## config.mk

```make
export PLATFORM = sky130hd
export DESIGN_NAME = seg7_digit_monitor
export DESIGN_NICKNAME = d
export VERILOG_FILES = /design/src/rtl/seg7_pkg.sv /design/src/rtl/seg7_decode.sv /design/src/rtl/seg7_digit_monitor.sv
export SDC_FILE = /design/constraint.sdc
export NUM_CORES = 1
export LEC_CHECK = 0
export CAP_MARGIN = 15
export CORE_UTILIZATION = 31
export CTS_BUF_LIST = sky130_fd_sc_hd__clkbuf_8
export DETAILED_ROUTE_END_ITERATION = 8
export PLACE_DENSITY = 0.59
export SYNTH_ARGS = -nofsm -noshare
export SYNTH_HDL_FRONTEND = slang
export SYNTH_SLANG_ARGS = --single-unit
```

## constraint.sdc

```tcl
create_clock -name CLOCK_50 -period 6 [get_ports CLOCK_50]
set_clock_uncertainty 0.1 [all_clocks]
set_input_delay 1.2 -clock CLOCK_50 [delete_from_list [all_inputs] [get_ports CLOCK_50]]
set_output_delay 1.2 -clock CLOCK_50 [all_outputs]
set_load 0.05 [all_outputs]
```

## src/rtl/seg7_pkg.sv

```systemverilog
// seg7_pkg: shared constants and types for the seven-segment digit monitor.
//   - Active-low segment patterns for digits 0-9 and the blank pattern
//     (bit6=g ... bit0=a, 0 = lit).
//   - FSM state enum for the sequence checker.
//   - next_digit(): decimal successor with 9 -> 0 wrap.
package seg7_pkg;

  localparam logic [6:0] SEG_0     = 7'b1000000;
  localparam logic [6:0] SEG_1     = 7'b1111001;
  localparam logic [6:0] SEG_2     = 7'b0100100;
  localparam logic [6:0] SEG_3     = 7'b0110000;
  localparam logic [6:0] SEG_4     = 7'b0011001;
  localparam logic [6:0] SEG_5     = 7'b0010010;
  localparam logic [6:0] SEG_6     = 7'b0000010;
  localparam logic [6:0] SEG_7     = 7'b1111000;
  localparam logic [6:0] SEG_8     = 7'b0000000;
  localparam logic [6:0] SEG_9     = 7'b0010000;
  localparam logic [6:0] SEG_BLANK = 7'b1111111;

  localparam int PERIOD_W = 26;

  typedef enum logic [1:0] {EMPTY, FIRST, LOCKED} state_t;

  function automatic logic [3:0] next_digit(input logic [3:0] d);
    return (d >= 4'd9) ? 4'd0 : d + 4'd1;
  endfunction

endpackage

```

## src/rtl/seg7_decode.sv

```systemverilog
// seg7_decode: combinational active-low seven-segment to BCD decoder.
//   seg   in  7  segment pattern, bit6=g ... bit0=a, active-low
//   valid out 1  pattern is one of the ten digit codes
//   digit out 4  decoded digit (0 when not valid)
module seg7_decode
  import seg7_pkg::*;
(
  input  logic [6:0] seg,
  output logic       valid,
  output logic [3:0] digit
);

  always_comb begin
    valid = 1'b1;
    digit = 4'd0;
    case (seg)
      SEG_0:   digit = 4'd0;
      SEG_1:   digit = 4'd1;
      SEG_2:   digit = 4'd2;
      SEG_3:   digit = 4'd3;
      SEG_4:   digit = 4'd4;
      SEG_5:   digit = 4'd5;
      SEG_6:   digit = 4'd6;
      SEG_7:   digit = 4'd7;
      SEG_8:   digit = 4'd8;
      SEG_9:   digit = 4'd9;
      default: valid = 1'b0;
    endcase
  end

endmodule

```

## src/rtl/seg7_digit_monitor.sv

```systemverilog
// seg7_digit_monitor: receive-side checker for an active-low 7-segment digit.
// Filters glitches, decodes stable patterns, checks 0..9 stepping and timing.
//   CLOCK_50     in   1  clock, rising edge
//   reset        in   1  asynchronous active-high reset
//   seg_in       in   7  segment pattern, bit6=g ... bit0=a, active-low
//   digit        out  4  last accepted valid digit
//   digit_valid  out  1  digit holds a decoded value
//   change       out  1  pulse on each accepted pattern change
//   code_error   out  1  pulse: accepted pattern is not a digit
//   seq_error    out  1  pulse: digit is not previous+1 mod 10
//   timing_error out  1  pulse: in-sequence change outside period window
//   locked       out  1  sequence checker in LOCKED
//   period       out 26  cycles between last two accepts, saturating
//   err_count    out  8  error-pulse cycles since reset, saturating
module seg7_digit_monitor
  import seg7_pkg::*;
#(
  parameter int STABLE_CYCLES = 4,
  parameter int EXPECT_PERIOD = 50_000_000,
  parameter int PERIOD_TOL    = 1000
) (
  input  logic                CLOCK_50,
  input  logic                reset,
  input  logic [6:0]          seg_in,
  output logic [3:0]          digit,
  output logic                digit_valid,
  output logic                change,
  output logic                code_error,
  output logic                seq_error,
  output logic                timing_error,
  output logic                locked,
  output logic [PERIOD_W-1:0] period,
  output logic [7:0]          err_count
);

  localparam int SW = $clog2(STABLE_CYCLES);
  localparam logic [SW-1:0]       STAB_MAX = SW'(STABLE_CYCLES - 1);
  localparam logic [PERIOD_W-1:0] CNT_MAX  = '1;
  // Window bounds carry one extra bit so the upper bound cannot wrap.
  localparam logic [PERIOD_W:0] P_LO =
    (EXPECT_PERIOD > PERIOD_TOL) ? (PERIOD_W+1)'(EXPECT_PERIOD - PERIOD_TOL) : '0;
  localparam logic [PERIOD_W:0] P_HI = (PERIOD_W+1)'(EXPECT_PERIOD + PERIOD_TOL);

  logic [6:0]          seg_q, cand, acc_pat;
  logic [SW-1:0]       stab_cnt;
  logic [PERIOD_W-1:0] since_cnt, period_new;
  state_t              state;
  logic                dec_valid, accept, in_seq, out_win;
  logic                code_e, seq_e, tim_e;
  logic [3:0]          dec_digit;

  seg7_decode u_dec (.seg(cand), .valid(dec_valid), .digit(dec_digit));

  // cand is already stable for STABLE_CYCLES samples and differs from the
  // last accepted pattern; acc_pat update makes this fire once per pattern.
  assign accept     = (stab_cnt == STAB_MAX) && (seg_q == cand) && (cand != acc_pat);
  assign period_new = (since_cnt == CNT_MAX) ? CNT_MAX : since_cnt + 1'b1;
  assign in_seq     = (dec_digit == next_digit(digit));
  assign out_win    = ({1'b0, period_new} < P_LO) || ({1'b0, period_new} > P_HI);

  assign code_e = accept && !dec_valid;
  assign seq_e  = accept && dec_valid && (state != EMPTY) && !in_seq;
  assign tim_e  = accept && dec_valid && (state != EMPTY) && in_seq && out_win;

  // Input sync and stability filter.
  always_ff @(posedge CLOCK_50 or posedge reset) begin
    if (reset) begin
      seg_q    <= SEG_BLANK;
      cand     <= SEG_BLANK;
      acc_pat  <= SEG_BLANK;
      stab_cnt <= '0;
    end else begin
      seg_q <= seg_in;
      if (seg_q != cand) begin
        cand     <= seg_q;
        stab_cnt <= '0;
      end else if (stab_cnt != STAB_MAX) begin
        stab_cnt <= stab_cnt + 1'b1;
      end
      if (accept) acc_pat <= cand;
    end
  end

  // Interval measurement between accepts.
  always_ff @(posedge CLOCK_50 or posedge reset) begin
    if (reset) begin
      since_cnt <= '0;
      period    <= '0;
    end else if (accept) begin
      since_cnt <= '0;
      period    <= period_new;
    end else if (since_cnt != CNT_MAX) begin
      since_cnt <= since_cnt + 1'b1;
    end
  end

  // Sequence FSM with registered outputs.
  always_ff @(posedge CLOCK_50 or posedge reset) begin
    if (reset) begin
      state        <= EMPTY;
      digit        <= 4'd0;
      digit_valid  <= 1'b0;
      change       <= 1'b0;
      code_error   <= 1'b0;
      seq_error    <= 1'b0;
      timing_error <= 1'b0;
      locked       <= 1'b0;
      err_count    <= 8'd0;
    end else begin
      change       <= accept;
      code_error   <= code_e;
      seq_error    <= seq_e;
      timing_error <= tim_e;
      // Several simultaneous errors still count as one event.
      if ((code_e || seq_e || tim_e) && (err_count != 8'hFF))
        err_count <= err_count + 8'd1;
      if (accept) begin
        if (!dec_valid) begin
          digit_valid <= 1'b0;
          state       <= EMPTY;
          locked      <= 1'b0;
        end else begin
          digit       <= dec_digit;
          digit_valid <= 1'b1;
          if ((state == EMPTY) || !in_seq) begin
            state  <= FIRST;
            locked <= 1'b0;
          end else begin
            state  <= LOCKED;
            locked <= 1'b1;
          end
        end
      end
    end
  end

endmodule
```

# Word-level counts from Yosys, hierarchy flattened
# Cells that the tools add are included.
[word_totals] reg_bits=95 latch_bits=0 ram_bits=0 rom_bits=0 output_inout_bits=44 word_cells=75 n_memories=0
[classes] addsub=4 mul=0 div=0 n_lt_le_gt_ge=3 eq_ne=18 shifts=0 mux=13 bitwise_logic=0 reduce_logical=22
[ops] operator="26-bit two-way mux" n=3
[ops] operator="4-bit one-hot mux with 9 select lines" n=1
[ops] operator="26-bit by 1-bit adder with 26-bit output (second input constant)" n=1
[ops] operator="26-bit == test (second input constant)" n=1
[ops] operator="26-bit greater-than comparator (second input constant)" n=1
[ops] operator="26-bit less-than comparator (second input constant)" n=1
[ops] operator="26-bit inequality test (second input constant)" n=1
[ops] operator="7-bit by 5-bit == test with 1-bit output (second input constant)" n=3
[ops] operator="7-bit == test (second input constant)" n=3
[ops] operator="7-bit by 6-bit == test with 1-bit output (second input constant)" n=2
[ops] operator="7-bit inequality test" n=2
[ops] operator="10-bit OR reduction" n=1
[ops] operator="1-bit logical AND" n=9
[ops] operator="8-bit by 1-bit adder with 8-bit output (second input constant)" n=1
[ops] operator="2-bit two-way mux" n=4
[ops] operator="8-bit inequality test (second input constant)" n=1
[ops] operator="7-bit by 2-bit == test with 1-bit output (second input constant)" n=1
[ops] operator="7-bit == test" n=1
[ops] operator="7-bit logical NOT" n=1
[ops] operator="2-bit nonzero test" n=3
[ops] operator="4-bit by 1-bit adder with 4-bit output (second input constant)" n=1
[ops] operator="4-bit == test" n=1
[ops] operator="4-bit >= comparator (second input constant)" n=1
[ops] operator="1-bit logical OR" n=4
[ops] operator="8 further kinds" n=12

# Logic depth before layout (Yosys ltp)
# Gate-level depths: netlist of the first run.
[depth] word_depth=9 mapped_depth=14

# Modules after synthesis
# Synthesis of the first run repeated with hierarchy kept, for this count alone.
[hier_totals] cells_unflattened=521 hier_area_um2=5042.3
[modules_own_cells] mod="seg7_digit_monitor" n_inst=1 cells_each=494 area_per_inst_um2=4869.7 seq_area_each_um2=2378.5
[modules_own_cells] mod="seg7_decode" n_inst=1 cells_each=27 area_per_inst_um2=172.7 seq_area_each_um2=0.0

# Worst setup path after synthesis of the first run
# No wires, ideal clock.
[synth_timing] path_type="flip-flop to flip-flop" startpoint="register since_cnt[0]" endpoint="register err_count[1]" setup_time_ps=125 arrival_time_ps=2859 required_ps=5775 slack_ps=2916 path_stages_with_launch=13 period_less_slack_ps=3084 cell_sequence="dfrtp_1 > ha_1 > buf_2 > nand3_2 > nor4_4 > and3_1 > buf_6 > or4_4 > o221ai_2 > a22oi_2 > o41ai_4 > a21oi_4 > mux2_4"
[synth_between] elab_chain_len=7 elab_cells_between_ends=9 cone_classes="add/sub (1); order compare (2); eq/ne (1); mux (1); reduce/logical (4)"
[synth_lines] item="start: declaration" line_no="seg7_digit_monitor.sv:46" source="logic [PERIOD_W-1:0] since_cnt, period_new;"
[synth_lines] item="start signal: assignment" line_no="seg7_digit_monitor.sv:93" source="since_cnt <= since_cnt + 1'b1;"
[synth_lines] item="26-bit by 1-bit adder with 26-bit output / 26-bit == test (equally long branches)" line_no="seg7_digit_monitor.sv:57" source="assign period_new = (since_cnt == CNT_MAX) ? CNT_MAX : since_cnt + 1'b1;"
[synth_lines] item="26-bit two-way mux (*)" line_no="seg7_digit_monitor.sv:57"
[synth_lines] item="26-bit less-than comparator / 26-bit greater-than comparator (equally long branches)" line_no="seg7_digit_monitor.sv:59" source="assign out_win = ({1'b0, period_new} < P_LO) || ({1'b0, period_new} > P_HI);"
[synth_lines] item="1-bit logical OR (*)" line_no="seg7_digit_monitor.sv:59"
[synth_lines] item="1-bit logical AND (*)" line_no="seg7_digit_monitor.sv:63" source="assign tim_e = accept && dec_valid && (state != EMPTY) && in_seq && out_win;"
[synth_lines] item="1-bit logical OR (*)" line_no="seg7_digit_monitor.sv:115" source="if ((code_e || seq_e || tim_e) && (err_count != 8'hFF))"
[synth_lines] item="1-bit logical AND (*)" line_no="seg7_digit_monitor.sv:115"
[synth_lines] item="end signal: assignment" line_no="seg7_digit_monitor.sv:116" source="err_count <= err_count + 8'd1;"
[synth_lines] item="end: declaration" line_no="seg7_digit_monitor.sv:33" source="output logic [7:0] err_count"
# Every way passes the cells marked *; elsewhere a longest branch is shown, timed or not.
# A chain may end at the register's enable or synchronous reset.

# Worst setup path in the final report of the first run
# Ends and elaborated chain as after synthesis.

==> results of run 1 <==
[worst reg2reg max path, cell delays in order (launching register included)]
cell	delay (ns)
sky130_fd_sc_hd__dfrtp_1	0.55
sky130_fd_sc_hd__ha_1	0.40
sky130_fd_sc_hd__nand3_2	0.38
sky130_fd_sc_hd__nor4_4	0.42
sky130_fd_sc_hd__and3_1	0.65
sky130_fd_sc_hd__nor4_1	0.15
sky130_fd_sc_hd__a211oi_1	0.33
sky130_fd_sc_hd__a21oi_1	0.18
sky130_fd_sc_hd__o41ai_4	0.34
sky130_fd_sc_hd__a21oi_4	0.15
sky130_fd_sc_hd__mux2_4	0.31
[state kept, by name (all words and copies together), names as in the netlist]
register	count
digit_valid	1
since_cnt	26
period	26
timing_error	1
err_count	8
code_error	1
seq_error	1
acc_pat	7
state	1
seg_q	7
cand	7
stab_cnt	2
locked	1
change	1
digit	4
[metrics by stage]
| stage | hold slack (ns) | setup WS, ns | std cells |
|---|---|---|---|
| finish | 0.2773 | 1.944 | 791 |
| global route | 0.2816 | 1.668 | 791 |
| CTS | 0.2783 | 1.977 | 791 |
| detailed placement | 0.2628 | 1.980 | 775 |
| global placement | 0.2634 | 2.236 | 775 |
| floorplan | 0.3350 | 2.286 | 543 |
[layout make-up]
cell class | count | share of cell area
clock buffers | 9 | 0.02034
clock inverters | 7 | 0.01418
inverters | 11 | 0.006986
multi-input cells | 396 | 0.4348
flip-flops and latches | 94 | 0.3906
well taps | 220 | 0.04520
repair buffers | 54 | 0.08794
[synthesized netlist by cell type (10+ instances only)]
cell,number,share of area
sky130_fd_sc_hd__nor2_1,87,0.062
sky130_fd_sc_hd__inv_1,10,0.0071
sky130_fd_sc_hd__dfrtp_1,73,0.35
sky130_fd_sc_hd__nand3_1,20,0.019
sky130_fd_sc_hd__xnor2_1,28,0.046
sky130_fd_sc_hd__a31oi_1,11,0.013
sky130_fd_sc_hd__buf_2,12,0.011
sky130_fd_sc_hd__dfstp_2,21,0.10
sky130_fd_sc_hd__xor2_1,19,0.032
sky130_fd_sc_hd__nand4_1,14,0.017
sky130_fd_sc_hd__o21ai_0,10,0.0095
sky130_fd_sc_hd__a21oi_1,33,0.031
sky130_fd_sc_hd__clkbuf_1,19,0.014
sky130_fd_sc_hd__nand2_1,30,0.021
sky130_fd_sc_hd__and3_1,13,0.015
sky130_fd_sc_hd__nor3_1,15,0.014
[cells by family after synthesis]
group	Yosys count	synth area share
adders and majority gates	6	0.01422
muxes	15	0.03129
xor gates and xnor gates	47	0.07798
AOI/OAI and AO/OA	104	0.1500
DFF	94	0.4506
and+or+nand+nor	224	0.2280
buffers and inverters	53	0.04788
[metal layers]
layer,vias up,wire length [um],GRT usage
met2,91,5782,0.2295
met4,0,278,0.06960
met1,2042,5970,0.2017
li1,1980,-,-
met5,-,0,0
met3,18,562,0.02950
[worst max-delay path by stage]
| stage | start | to | slack, ns | cells after the start |
|---|---|---|---|---|
| 2_1_floorplan | reset | change$_DFF_PP0_ | 2.29 | 1 |
| 3_3_place_gp | since_cnt[0]$_DFFE_PP0P_ | err_count[1]$_DFFE_PP0P_ | 2.24 | 10 |
| 3_5_place_dp | since_cnt[0]$_DFFE_PP0P_ | err_count[1]$_DFFE_PP0P_ | 1.98 | 10 |
| 4_1_cts | since_cnt[0]$_DFFE_PP0P_ | err_count[1]$_DFFE_PP0P_ | 1.98 | 10 |
| 5_1_grt | since_cnt[0]$_DFFE_PP0P_ | err_count[3]$_DFFE_PP0P_ | 1.67 | 11 |
| 6_report | since_cnt[0]$_DFFE_PP0P_ | err_count[1]$_DFFE_PP0P_ | 1.94 | 10 |
[report_power, final]
part / total, mW / internal (mW) / switching (mW)
clock: 0.457 / 0.203 / 0.254
sequential: 0.652 / 0.643 / 0.00970
combinational: 0.0318 / 0.0128 / 0.0190
==> key figures, run 1 <==
Outcome
  – Status: finished, final reports clean

CTS
  – Count of hold-fix buffers inserted at cts: 0
  – Resized cells post-CTS: 0
  – H-Tree Depth: 3
  – CTS tree: yes
  – Longest Clk Path Bufs: 2
  – CTS buffer count: 9
  – TritonCTS Sinks: 94
  – Clock transition at path regs: 0.11 ns
  – Clock insertion delay at the later pin of the skew report: 0.40 ns
  – Clock root buffer: sky130_fd_sc_hd__clkbuf_8
  – Number of post-CTS setup repair buffers: 0

Timing
  – Number of endpoints failing setup at the final stage: 0
  – FMAX: 246.6 MHz
  – Sum Neg Setup Slack: 0 ns
  – Transition time of the tightest slew-check pin: 0.9476 ns
  – Final worst path period share: 0.6759
  – Final number of hold-violating endpoints: 0
  – Rel. slew slack: 0.3675
  – Final Max Tran Viols: 0
  – Unrepaired setup endpoints after global routing: false
  – Clock period minus final worst setup slack: 4.056 ns

Detailed routing
  – Vias/cell: 5.223
  – Number of design-rule violations left by the first detailed-router iteration: 255
  – DRC: 0
  – Wire per inst: 15.92 um
  – Total Routed Length: 12.59 mm
  – First-pass iteration count of the detailed router: 5
  – Final ANT Viol Nets: 0
  – Count of vias placed by the detailed router: 4,131

Global route
  – Antenna violations before repair: 0
  – Overall Global Routing Usage: 0.1492
  – Largest net degree at the start of global routing: 58
  – Wire length of the first global-routing pass: 20.55 mm
  – Vias in the first global route: 3,954
  – Leftover overflow at the end of global routing: 0

Worst hold path
  – WHS Endpoint: cand[1]$_DFFE_PP1P_
  – Number of cells traversed by the worst hold path: 0
  – Type of the most critical hold path: reg2reg
  – Hold_sp: seg_q[1]$_DFF_PP1_

Setup path
  – CP Buf/Inv Count: 0
  – Cell with the largest stage delay on the worst path: sky130_fd_sc_hd__and3_1
  – Reg-to-reg critical path endpoint: err_count[1]$_DFFE_PP0P_
  – Ordered list of cells on the worst path: ha_1 > nand3_2 > nor4_4 > and3_1 > nor4_1 > a211oi_1 > a21oi_1 > o41ai_4 > a21oi_4 > mux2_4
  – Endpoint required time on the critical path: 6.20 ns
  – Register-to-register path setup slack: 1.94 ns
  – Startpoint-to-endpoint class of the critical path: reg2reg
  – Kind of end point of the critical path: flop
  – Type of element launching the critical path: flop
  – Logic depth of the worst register-to-register path: 10
  – Launch point of the worst reg-to-reg path: since_cnt[0]$_DFFE_PP0P_
  – Critical-path maximum fanout: 16
  – CP max stage delay: 0.65 ns
  – Crit path DAT: 4.25 ns
  – Dominant delay contributor by cell family on the critical path: simple AND/OR/NAND/NOR gates

Logic synthesis
  – Synth cell types: 77
  – Avg Inst Size Synth: 9.722 sq um
  – Number of warnings issued by yosys: 0
  – Cell count after synthesis: 543
  – Number of flip-flops and latches in the synthesized netlist: 94
  – Post-Syn Area: 5279 sq um
  – Part of the Yosys area used for sequential elements: 0.4506
  – Async S/R FF share, synth: 1.000
  – Dominant register cell in the synthesized netlist: sky130_fd_sc_hd__dfrtp_1
  – Number of synthesized flops with an enable pin: 0
  – Mapped Nets: 558

Placement
  – Count of buffers from port buffering: 52
  – Global placement routability congestion: 0.8786
  – Final HPWL DP: 9.185 mm
  – Post-DP Area: 5879 sq um

Floorplanning
  – Die span in x: 132.5 um
  – Std cell rows: 47
  – Initial cell density of the core: 0.3183
  – Core footprint: 16,580 sq um
  – Total Die Area: 17,550 sq um
  – Die extent in y: 132.5 um
  – Number of ports placed on the die boundary: 53

Final layout
  – Filler cell count: 1,654
  – Share of cells above drive strength 1: 0.1401
  – Leading cell type in the layout, fill and taps excluded: sky130_fd_sc_hd__nor2_1
  – Footprint of the multi-input gates: 2648 sq um
  – Ant. Diodes: 0
  – Layout net count: 581
  – Layout Area Growth over Synthesis: 15.36%
  – Post-route cell area: 6090 sq um
  – Finished Core Util: 0.3672
  – Storage cell area: 2379 sq um
  – Most frequent cells in the layout: sky130_fd_sc_hd__nor2_1 (87), sky130_fd_sc_hd__dfrtp_1 (73), sky130_fd_sc_hd__clkdlybuf4s50_1 (52)

Pwr
  – Largest vdd supply drop: 0.0001037 V
  – Total Power: 1.141 mW
  – Leak Pwr: 2.523 nW
  – Cell Pwr Density: 187.4 nW/um^2

Job
  – Max-capacitance violation count: 0
(Power assumes the default switching activity.)
==> run 2: changes to the inputs <==
clock period = 3.8 ns   (was 6 ns; I/O delays follow)
==> run 2 against run 1 <==
Against the previous run: global-route usage grew 0.37 points; non-clock buffer count grew 11; worst hold slack lost 0.0024 ns; clock power grew 42%; sequential power grew 58%; final cell count grew 1.4%; first-iteration DRC count shrank 16%.
==> key figures, run 2 (synthesis gave the netlist of run 1 again) <==
Outcome
  – Status: finished, final reports clean (unchanged)

Setup path
  – Crit path DAT: 3.71 ns (was 4.25 ns)
  – Startpoint-to-endpoint class of the critical path: reg2reg (unchanged)
  – Endpoint required time on the critical path: 3.98 ns (was 6.20 ns)
  – Critical-path maximum fanout: 9 (was 16)
  – Ordered list of cells on the worst path: ha_2 > and3_1 > and3_1 > xor2_1 > nand4_1 > a2111oi_2 > a22oi_2 > o41ai_4 > a21oi_4 > mux2_4 (was ha_1 > nand3_2 > nor4_4 > and3_1 > nor4_1 > a211oi_1 > a21oi_1 > o41ai_4 > a21oi_4 > mux2_4)
  – Dominant delay contributor by cell family on the critical path: compound AO/OA/AOI/OAI gates (was simple AND/OR/NAND/NOR gates)
  – Type of element launching the critical path: flop (unchanged)
  – Kind of end point of the critical path: flop (unchanged)
  – CP Buf/Inv Count: 0 (unchanged)
  – Cell with the largest stage delay on the worst path: sky130_fd_sc_hd__dfrtp_1 (was sky130_fd_sc_hd__and3_1)
  – CP max stage delay: 0.50 ns (was 0.65 ns)
  – CP most frequent cell: sky130_fd_sc_hd__and3_1

Timing
  – FMAX: 283.4 MHz (was 246.6 MHz)
  – Final number of hold-violating endpoints: 0 (unchanged)
  – Sum Neg Setup Slack: 0 ns (unchanged)
  – Final Max Tran Viols: 0 (unchanged)
  – Clock period minus final worst setup slack: 3.529 ns (was 4.056 ns)
  – Unrepaired setup endpoints after global routing: false (unchanged)
  – Final worst setup slack: 0.2712 ns (was 1.944 ns)
  – Number of endpoints failing setup at the final stage: 0 (unchanged)
  – Final worst path period share: 0.9286 (was 0.6759)
  – Transition time of the tightest slew-check pin: 0.6346 ns (was 0.9476 ns)
  – Rel. slew slack: 0.5714 (was 0.3675)

Global route
  – Overall Global Routing Usage: 0.1529 (was 0.1492)
  – Wire length of the first global-routing pass: 21.25 mm (was 20.55 mm)
  – Vias in the first global route: 4,046 (was 3,954)
  – Leftover overflow at the end of global routing: 0 (unchanged)
  – Largest net degree at the start of global routing: 60 (was 58)
  – Antenna violations before repair: 0 (unchanged)

Final layout
  – Leading cell type in the layout, fill and taps excluded: sky130_fd_sc_hd__nor2_1 (unchanged)
  – Filler cell count: 1,703 (was 1,654)
  – Largest registers: period x26, since_cnt x26, err_count x8 (unchanged)
  – Layout Area Growth over Synthesis: 16.85% (was 15.36%)
  – Ant. Diodes: 0 (unchanged)
  – Layout net count: 592 (was 581)
  – Share of cells above drive strength 1: 0.1581 (was 0.1401)
  – Most frequent cells in the layout: sky130_fd_sc_hd__nor2_1 (87), sky130_fd_sc_hd__dfrtp_1 (73), sky130_fd_sc_hd__clkdlybuf4s50_1 (52) (unchanged)

Placement
  – Count of buffers from port buffering: 52 (unchanged)
  – Final HPWL DP: 9.299 mm (was 9.185 mm)
  – Global placement routability congestion: 0.9063 (was 0.8786)
  – Pre-CTS setup slack: 0.1517 ns (was 1.980 ns)

Pwr
  – Leak Pwr: 2.570 nW (was 2.523 nW)
  – Total Power: 1.733 mW (was 1.141 mW)
  – Largest vdd supply drop: 0.0002389 V (was 0.0001037 V)
  – Cell Pwr Density: 280.9 nW/um^2 (was 187.4 nW/um^2)

CTS
  – CTS buffer count: 9 (unchanged)
  – H-Tree Depth: 3 (unchanged)
  – TritonCTS Sinks: 94 (unchanged)
  – Clock root buffer: sky130_fd_sc_hd__clkbuf_8 (unchanged)
  – CTS tree: yes (unchanged)
  – Clock insertion delay at the later pin of the skew report: 0.39 ns (was 0.40 ns)
  – Clock transition at path regs: 0.10 ns (was 0.11 ns)
  – Longest Clk Path Bufs: 2 (unchanged)

Detailed routing
  – DRC: 0 (unchanged)
  – Wire per inst: 16.01 um (was 15.92 um)
  – Number of design-rule violations left by the first detailed-router iteration: 214 (was 255)
  – Final ANT Viol Nets: 0 (unchanged)
  – First-pass iteration count of the detailed router: 5 (unchanged)
  – Total Routed Length: 12.84 mm (was 12.59 mm)
  – Count of vias placed by the detailed router: 4,224 (was 4,131)
  – Vias/cell: 5.267 (was 5.223)

Floorplanning
  – Total Die Area: 17,550 sq um (unchanged)
  – Die extent in y: 132.5 um (unchanged)
  – Core footprint: 16,580 sq um (unchanged)
  – Die span in x: 132.5 um (unchanged)
  – Std cell rows: 47 (unchanged)
  – Initial cell density of the core: 0.3183 (unchanged)
  – Number of ports placed on the die boundary: 53 (unchanged)

Worst hold path
  – Type of the most critical hold path: reg2reg (unchanged)

Job
  – Max-capacitance violation count: 0 (unchanged)
## run 2: timing repair
action,4_1_cts,5_1_grt
resized for setup,0,2
hold buffers,0,0
setup endpoints to repair,0,6
buffers inserted,0,1
## run 2: final cells by class
class	count	area, sq um	area share
Clock buffer	9	123.9	0.02008
Clock inverter	7	60.06	0.009736
Inverter	11	42.54	0.006897
Multi-Input combinational cell	396	2658	0.4308
Sequential cell	94	2379	0.3856
Tap cell	220	275.3	0.04462
Timing Repair Buffer	65	630.6	0.1022
## run 2: worst paths after layout
| kind | from | endpoint | slack (ns) | cells past startpoint |
|---|---|---|---|---|
| setup / recovery | since_cnt[1]$_DFFE_PP0P_ | err_count[1]$_DFFE_PP0P_ | 0.27 | 10 |
| hold / removal | seg_q[1]$_DFF_PP1_ | cand[1]$_DFFE_PP1P_ | 0.27 | 0 |
| setup reg to reg | since_cnt[1]$_DFFE_PP0P_ | err_count[1]$_DFFE_PP0P_ | 0.27 | 10 |
| hold reg to reg | seg_q[1]$_DFF_PP1_ | cand[1]$_DFFE_PP1P_ | 0.27 | 0 |
| max in group asynchronous | reset | period[3]$_DFFE_PP0P_ | 2.22 | 3 |
| min in group asynchronous | reset | stab_cnt[1]$_DFFE_PP0P_ | 0.65 | 2 |
## run 2: per-layer routing
| metal | up-vias | GRT usage | wire [um] |
|---|---|---|---|
| met5 | - | 0 | 0 |
| met4 | 0 | 0.05747 | 286 |
| met3 | 20 | 0.03908 | 772 |
| met2 | 138 | 0.2307 | 5837 |
| met1 | 2068 | 0.2104 | 5947 |
| li1 | 1998 | - | - |
## run 2: where the power goes
group | switching [mW] | internal, mW
clock | 0.397 | 0.253
combinational | 0.0304 | 0.0220
sequential | 0.0154 | 1.01
## run 2: per-stage QoR
| step | hold slack, ns | utilization | area (sq um) | cells |
|---|---|---|---|---|
| 6_report | 0.2749 | 0.3720 | 6168 | 802 |
| 2_1_floorplan | 0.3350 | - | 5279 | 543 |
| 4_1_cts | 0.2802 | 0.3709 | 6151 | 801 |
| 5_1_grt | 0.2849 | 0.3720 | 6168 | 802 |
| 3_3_place_gp | 0.2631 | 0.3598 | 5967 | 785 |
| 3_5_place_dp | 0.2636 | 0.3598 | 5967 | 785 |
## run 2: worst reg2reg max path, delay by kind of cell, from the launching register on
family	cells	cell delay [ns]
simple gates	3	0.89
fa+ha+maj	1	0.36
xor+xnor	1	0.25
compound gates	4	1.03
flops	1	0.50
mux	1	0.31
==> run 3: changes to the inputs <==
CORE_ASPECT_RATIO = 1.75   (was not set)
==> run 3 against run 2 <==
Against the previous run: die area rose by 0.12%; setup slack got worse by 0.034 ns; clock power barely moved; critical path depth did not move; fmax fell by 0.96%; sequential power barely moved.
==> key figures, run 3 (synthesis gave the netlist of run 1 again) <==
Worst hold path
  – Type of the most critical hold path: reg2reg (unchanged)

Final layout
  – Finished Core Util: 0.3737 (was 0.3720)
  – Layout net count: 592 (unchanged)
  – Most frequent cells in the layout: sky130_fd_sc_hd__nor2_1 (87), sky130_fd_sc_hd__dfrtp_1 (73), sky130_fd_sc_hd__clkdlybuf4s50_1 (52) (unchanged)
  – Filler-free cell count of the finished design: 806 (was 802)
  – Post-route cell area: 6175 sq um (was 6168 sq um)
  – Share of cells above drive strength 1: 0.1598 (was 0.1581)
  – Leading cell type in the layout, fill and taps excluded: sky130_fd_sc_hd__nor2_1 (unchanged)
  – Ant. Diodes: 0 (unchanged)
  – Largest registers: period x26, since_cnt x26, err_count x8 (unchanged)
  – Layout Area Growth over Synthesis: 16.97% (was 16.85%)

Floorplanning
  – Die span in x: 100.6 um (was 132.5 um)
  – Total Die Area: 17,580 sq um (was 17,550 sq um)
  – Core footprint: 16,520 sq um (was 16,580 sq um)
  – Std cell rows: 62 (was 47)
  – Die extent in y: 174.6 um (was 132.5 um)
  – Initial cell density of the core: 0.3195 (was 0.3183)
  – Number of ports placed on the die boundary: 53 (unchanged)

Timing
  – Clock period minus final worst setup slack: 3.563 ns (was 3.529 ns)
  – Sum Neg Setup Slack: 0 ns (unchanged)
  – Final number of hold-violating endpoints: 0 (unchanged)
  – Number of endpoints failing setup at the final stage: 0 (unchanged)
  – Final Max Tran Viols: 0 (unchanged)
  – Transition time of the tightest slew-check pin: 0.6314 ns (was 0.6346 ns)
  – Final worst setup slack: 0.2370 ns (was 0.2712 ns)
  – Unrepaired setup endpoints after global routing: false (unchanged)
  – Final worst path period share: 0.9376 (was 0.9286)
  – Worst-case hold slack: 0.2781 ns (was 0.2749 ns)
  – Rel. slew slack: 0.5735 (was 0.5714)
  – FMAX: 280.7 MHz (was 283.4 MHz)

Detailed routing
  – Final ANT Viol Nets: 0 (unchanged)
  – Count of vias placed by the detailed router: 4,148 (was 4,224)
  – Vias/cell: 5.146 (was 5.267)
  – Number of design-rule violations left by the first detailed-router iteration: 245 (was 214)
  – Total Routed Length: 13.49 mm (was 12.84 mm)
  – First-pass iteration count of the detailed router: 4 (was 5)
  – Wire per inst: 16.74 um (was 16.01 um)
  – DRC: 0 (unchanged)

Global route
  – Overall Global Routing Usage: 0.1625 (was 0.1529)
  – Largest net degree at the start of global routing: 60 (unchanged)
  – Vias in the first global route: 4,298 (was 4,046)
  – Wire length of the first global-routing pass: 22.22 mm (was 21.25 mm)
  – Antenna violations before repair: 0 (unchanged)
  – Leftover overflow at the end of global routing: 0 (unchanged)

Job
  – Max-capacitance violation count: 0 (unchanged)

Pwr
  – Cell Pwr Density: 281.2 nW/um^2 (was 280.9 nW/um^2)
  – Leak Pwr: 2.568 nW (was 2.570 nW)
  – Total Power: 1.736 mW (was 1.733 mW)
  – Largest vdd supply drop: 0.0001259 V (was 0.0002389 V)

CTS
  – Clock root buffer: sky130_fd_sc_hd__clkbuf_8 (unchanged)
  – Number of post-CTS setup repair buffers: 0 (unchanged)
  – CTS buffer count: 9 (unchanged)
  – Clock insertion delay at the later pin of the skew report: 0.37 ns (was 0.39 ns)
  – Clock transition at path regs: 0.10 ns (about the same)
  – Resized cells post-CTS: 0 (unchanged)
  – Count of hold-fix buffers inserted at cts: 0 (unchanged)
  – TritonCTS Sinks: 94 (unchanged)
  – Longest Clk Path Bufs: 2 (unchanged)
  – H-Tree Depth: 3 (unchanged)
  – CTS tree: yes (unchanged)

Setup path
  – Endpoint required time on the critical path: 3.96 ns (was 3.98 ns)
  – Type of element launching the critical path: flop (unchanged)
  – CP max stage delay: 0.51 ns (was 0.50 ns)
  – Startpoint-to-endpoint class of the critical path: reg2reg (unchanged)
  – Ordered list of cells on the worst path: ha_2 > nand3_2 > or3_1 > nor4_1 > nor3_1 > o21ai_0 > nand4_1 > o41ai_4 > a21oi_4 > mux2_4 (was ha_2 > and3_1 > and3_1 > xor2_1 > nand4_1 > a2111oi_2 > a22oi_2 > o41ai_4 > a21oi_4 > mux2_4)
  – Critical-path maximum fanout: 10 (was 9)
  – Cell with the largest stage delay on the worst path: sky130_fd_sc_hd__dfrtp_1 (unchanged)
  – Crit path DAT: 3.73 ns (was 3.71 ns)
  – Kind of end point of the critical path: flop (unchanged)

Outcome
  – Status: finished, final reports clean (unchanged)

Placement
  – Post-DP Area: 5979 sq um (was 5967 sq um)
  – Count of buffers from port buffering: 52 (unchanged)
  – Pre-CTS setup slack: 0.1639 ns (was 0.1517 ns)
  – Count of placed standard cells including taps: 790 (was 785)
  – Global placement routability congestion: 0.8961 (was 0.9063)
  – Final HPWL DP: 10.33 mm (was 9.299 mm)
run 3: cell types whose count changed in the layout (fill, tap and decap cells not counted), sizes merged:
cell,previous run,this run
inv,16,15
clkinv,2,3
run 3: cell type report:
| cell class | instances | area (sq um) |
|---|---|---|
| fillers | 1656 | 10350 |
| multi-input cells | 396 | 2655 |
| flip-flops and latches | 94 | 2379 |
| repair buffers | 65 | 630.6 |
| well taps | 224 | 280.3 |
| clock buffers | 9 | 123.9 |
| clock inverters | 7 | 63.81 |
| inverters | 11 | 42.54 |
run 3: report_power, final:
part / leakage [nW] / internal, mW / switching (mW)
sequential: 1.23 / 1.01 / 0.0159
clock: 0.0986 / 0.255 / 0.398
combinational: 1.24 / 0.0220 / 0.0313
total: 2.57 / 1.29 / 0.445
run 3: routing by layer:
layer / track usage / wire (um)
met1: 0.1720 / 5056
met2: 0.3059 / 7616
met3: 0.02240 / 367
met4: 0.08152 / 451
met5: 0 / 0
run 3: path summary, 6_finish.rpt:
check                                      endpoint                      from  cells past startpoint  slack, ns
setup / recovery           err_count[1]$_DFFE_PP0P_  since_cnt[1]$_DFFE_PP0P_                     10       0.24
min in group asynchronous      code_error$_DFF_PP0_                     reset                      2       0.66
setup reg to reg           err_count[1]$_DFFE_PP0P_  since_cnt[1]$_DFFE_PP0P_                     10       0.24
max in group asynchronous    acc_pat[3]$_DFFE_PP1P_                     reset                      3       2.15
hold reg to reg                 cand[5]$_DFFE_PP1P_        seg_q[5]$_DFF_PP1_                      0       0.28
hold / removal                  cand[5]$_DFFE_PP1P_        seg_q[5]$_DFF_PP1_                      0       0.28
run 3: critical path, delay by kind of cell, from the launching register on:
family,cells,cell delay (ns)
compound gates,3,0.77
fa+ha+maj,1,0.35
flops,1,0.51
mux,1,0.31
simple gates,5,1.40
